$ cat src/rtl/nrd8.sv
// nrd8: fully pipelined 8-bit / 7-bit unsigned non-restoring divider, one quotient bit per stage.
// Latency 8 edges (capture into S1 through the output register). No backpressure; accepts one pair every clock.
// Optional NRD8_VALID_EN adds in_valid/out_valid tracking alongside the data.
module nrd8 (
  input  logic       clk,
  input  logic       reset,
  input  logic [7:0] a,
  input  logic [6:0] b,
  output logic [7:0] quo,
  output logic [7:0] rem
`ifdef NRD8_VALID_EN
  ,
  input  logic       in_valid,
  output logic       out_valid
`endif
);

  // One non-restoring iteration: shift in the next dividend bit, then add or subtract b by the old sign.
  function automatic logic signed [9:0] nr_step(input logic signed [9:0] p,
                                                input logic               abit,
                                                input logic [6:0]         d);
    logic signed [9:0] sh;
    logic signed [9:0] dv;
    sh = {p[8:0], abit};
    dv = {3'b000, d};
    return p[9] ? (sh + dv) : (sh - dv);
  endfunction

  // Stage k (1..7) registers. r_aq is a shared shift register: the unconsumed dividend
  // bits sit at the top, the resolved quotient bits fill in from the bottom.
  logic signed [9:0] r_p  [1:7];
  logic        [7:0] r_aq [1:7];
  logic        [6:0] r_b  [1:7];
  logic        [7:1] r_live;

  logic signed [9:0] w_p_in  [0:7];
  logic signed [9:0] w_p_nx  [0:7];
  logic        [7:0] w_aq_in [0:7];
  logic        [7:0] w_aq_nx [0:7];
  logic        [6:0] w_b_in  [0:7];
  logic signed [9:0] w_rem_fix;

  always_comb begin
    w_p_in[0]  = '0;
    w_aq_in[0] = a;
    w_b_in[0]  = b;
    for (int k = 1; k < 8; k++) begin
      w_p_in[k]  = r_p[k];
      w_aq_in[k] = r_aq[k];
      w_b_in[k]  = r_b[k];
    end
    for (int k = 0; k < 8; k++) begin
      w_p_nx[k]  = nr_step(w_p_in[k], w_aq_in[k][7], w_b_in[k]);
      w_aq_nx[k] = {w_aq_in[k][6:0], ~w_p_nx[k][9]};
    end
    // Final correction; with b=0 the remainder degenerates to a and is masked to 7 bits.
    w_rem_fix = w_p_nx[7][9] ? (w_p_nx[7] + $signed({3'b000, w_b_in[7]})) : w_p_nx[7];
  end

  always_ff @(posedge clk or negedge reset) begin
    if (!reset) begin
      for (int k = 1; k < 8; k++) begin
        r_p[k]  <= '0;
        r_aq[k] <= '0;
        r_b[k]  <= '0;
      end
      r_live <= '0;
      quo    <= '0;
      rem    <= '0;
    end else begin
      for (int k = 1; k < 8; k++) begin
        r_p[k]  <= w_p_nx[k-1];
        r_aq[k] <= w_aq_nx[k-1];
        r_b[k]  <= w_b_in[k-1];
      end
      // r_live keeps the outputs at 0 until the first post-reset operand arrives.
      r_live <= {r_live[6:1], 1'b1};
      quo    <= r_live[7] ? w_aq_nx[7] : 8'h00;
      rem    <= r_live[7] ? 8'(w_rem_fix & 10'h07F) : 8'h00;
    end
  end

`ifdef NRD8_VALID_EN
  logic [7:1] r_v;

  always_ff @(posedge clk or negedge reset) begin
    if (!reset) begin
      r_v       <= '0;
      out_valid <= 1'b0;
    end else begin
      r_v       <= {r_v[6:1], in_valid};
      out_valid <= r_v[7];
    end
  end
`endif

endmodule

$ cat config.mk
export PLATFORM = sky130hd
export DESIGN_NAME = nrd8
export DESIGN_NICKNAME = d
export VERILOG_FILES = /design/src/rtl/nrd8.sv
export SDC_FILE = /design/constraint.sdc
export NUM_CORES = 1
export LEC_CHECK = 0
export ABC_AREA = 1
export CAP_MARGIN = 5
export CORE_MARGIN = 2
export CORE_UTILIZATION = 35
export DETAILED_ROUTE_END_ITERATION = 10
export SETUP_SLACK_MARGIN = 0.3
export SYNTH_ARGS = -nofsm -noshare
export SYNTH_HDL_FRONTEND = slang
export SYNTH_SLANG_ARGS = --single-unit
$ cat constraint.sdc
create_clock -name clk -period 3.8 [get_ports clk]
set_input_delay 0.95 -clock clk [delete_from_list [all_inputs] [get_ports clk]]
set_output_delay 0.95 -clock clk [all_outputs]
set_load 0.005 [all_outputs]
==> results.ini <==
[floorplan]
floorplan.rows=59
boundaryPins=33
chipHeight_um=166.4
die-area_um2=27690
die_w_um=166.4
core_area_um2=25980
initial_utilization_pct=35.53

[clocking]
holdBufCountCts=0
cts_resized=0
number_of_buffers_created_by_cts=17
post-cts-setup-buffer-count=0
clock_insertion_delay_worst_skew_ps=440
ctsRootBufferMaster=clkbuf_16
clock_pin_slew_of_the_registers_on_the_worst_case_setup_and_hold_paths_ps=80
max-clock-path-buffers=2
cts_tree=built
cts.htree.levels=4
tritoncts_num_sinks=195

[hold_path]
worst_min_delay_path_class=flip-flop to flip-flop

[global_route]
antenna_found_initial=0
global_route.overflow_total=0
largest_net_degree_at_the_start_of_global_routing=79
grt_pass1_wl_um=27720
vias_in_the_first_global_route=5997
groute.usage.overall_pct=12.21

[timing]
worst_margin_slew_ps=620.2
final_max_slew_viol_count=0
rsz0062_at_grt=no
slew-limit-headroom_pct=58.65
fin_crit_ps=3117
fmax_mhz=320.8
clock-skew-final_ps=12.35
finalSetupViolCount=0
final_report_hold_violation_count=0
finalCritPeriodShare_pct=82.02
finalSetupTns_ps=0

[synthesis]
synthCells=913
yosys.cell_types.count=37
yosysSeqAreaShare_pct=52.85
synth-seq-cells=195
synth.cell_area_um2=9233
syn_area_per_cell_um2=10.11
synth.yosys.warnings=0
synthesized_netlist_net_count=1015

[final_layout]
layout.cells.non_filler=1312
layout-area-overhead-vs-synth_pct=15.27
design.final.nets=1066
area.sequential_um2=4880
multi_input_comb_area_um2=3831
antenna-diode-count=0
final_cell_area_um2=10640
drive_gt1_share_pct=5.629
num-fill-cells=2498

[route]
drtIter0Drc=273
vias=5919
via_per_inst=4.511
detail-route-antenna-nets=0
route.detailed.drc=0
detail_route.wirelength_um=15770
first_pass_iteration_count_of_the_detailed_router=4
drt-wirelength-per-cell_um=12.02

[pwr]
power.leakage_nw=5.370
max-vdd-ir-drop_mv=0.6103
power.density_nw_per_um2=865.1

[status]
status=completed

[placement]
placedCellCount=1280
place.gp.congestion=0.8143
io_buffers=31
postPlaceCellArea_um2=9990
hpwl_after_detailed_placement_um=12200

[run]
cap_violations=0

[critical_path]
end_kind=flip-flop
worstPathMaxFanout=4
path_class=flip-flop to flip-flop
arrival_ps=3450
required_ps=4140
start_kind=flip-flop

cell usage in the layout (no fill, tap or decap), drive strengths merged, types with 2 or more instances in the layout:
master and instances:
a21o 5, a21oi 48, a31oi 4, buf 3, clkbuf 18, clkdlybuf4s50 30
clkinv 4, conb 2, dfrtp 195, fa 8, ha 77, inv 147
nand2 167, nand3 46, nand4 8, nor2 50, nor3 15, o2111ai 2
o21ai 42, o21bai 2, o31ai 3, or2 2, xnor2 21, xor2 75
state kept, by name, indices dropped and copies added, names as in the netlist:
register	flops
r_b	49
r_live	7
rem	7
r_aq	56
quo	8
r_p	68
layer usage:
metal | track usage [%] | share of wire [%]
met1 | 14.31 | 43
met2 | 21.90 | 52
met3 | 2.685 | 2.8
met4 | 4.573 | 1.9
met5 | 0 | 0
worst max-delay path, stage by stage (launching register included):
cell and delay, ps:
dfrtp_1 400, inv_1 140, ha_1 250, nand2_1 60, o21ai_0 140, fa_1 490, a31o_2 240, xor2_1 170
inv_1 70, ha_1 330, a21oi_1 170, nand3_1 100, or2_2 270, a21oi_1 140, nor2_1 50
Yosys cell counts:
library cell	instances	area [um2]
a21o_1	5	37.54
a21oi_1	48	240.2
a31o_2	1	8.760
a31oi_1	4	25.02
and2_1	1	6.260
buf_4	1	7.510
clkbuf_1	1	3.750
conb_1	2	7.510
dfrtp_1	195	4880
fa_1	8	160.2
ha_1	77	963.4
inv_1	135	506.7
inv_2	1	3.750
nand2_1	163	611.8
nand2_2	3	18.77
nand2_4	1	11.26
nand3_1	45	225.2
nand3_2	1	10.01
nand4_1	8	50.05
nor2_1	49	183.9
nor2_4	1	11.26
nor3_1	11	55.05
nor3_2	3	30.03
nor3_4	1	16.27
o2111ai_1	2	17.52
o21ai_0	39	195.2
o21ai_2	2	17.52
o21ai_4	1	16.27
o21bai_1	2	15.01
o22ai_1	1	6.260
o31ai_1	2	15.01
o31ai_2	1	12.51
or2_2	1	6.260
or2_4	1	8.760
xnor2_1	21	183.9
xor2_1	74	648.1
xor2_2	1	16.27
layout make-up:
| cell class | instances | share of cell area [%] |
|---|---|---|
| inverters | 136 | 4.797 |
| repair buffers | 34 | 3.280 |
| clock inverters | 15 | 2.140 |
| clock buffers | 17 | 3.997 |
| well taps | 335 | 3.938 |
| flip-flops and latches | 195 | 45.85 |
| multi-input cells | 580 | 36.00 |
final timing paths:
check                         start  endpoint  slack [ps]  cells past startpoint
min in group asynchronous     reset    r_p[4]         520                      1
max                          r_b[1]    rem[5]         680                     14
min                        r_aq[16]   r_aq[9]         350                      0
max reg2reg                  r_b[1]    rem[5]         680                     14
min reg2reg                r_aq[16]   r_aq[9]         350                      0
max in group asynchronous     reset   r_p[37]        2420                      2
power breakdown:
group	total (mW)	internal [mW]	switching (mW)
sequential	2.85	2.61	0.232
combinational	4.45	1.83	2.63
clock	1.91	0.941	0.965
kinds of logic (layout without fill, tap and decap cells):
family          Yosys count  after routing  share of synthesized area [%]
xor+xnor                 96             96                          9.188
simple gates            289            289                          13.48
flops                   195            195                          52.85
compound gates          108            108                          6.573
fa+ha+maj                85             85                          12.17
buf+inv                 138            202                          5.651
other cells               2              2                        0.08134
stage by stage:
step | util, % | power (mW) | hold WS [ps] | setup slack (ps)
after floorplan | - | 6.343 | 331.2 | 906.3
after global placement | 38.44 | 7.303 | 331.8 | 757.9
after detailed placement | 38.44 | 7.372 | 334.7 | 695.7
after CTS | 40.96 | 9.323 | 344.9 | 680.8
after global routing | 40.96 | 10.12 | 355.0 | 389.5
final | 40.96 | 9.207 | 345.2 | 683.2
Power figures use the tool's default switching activity.
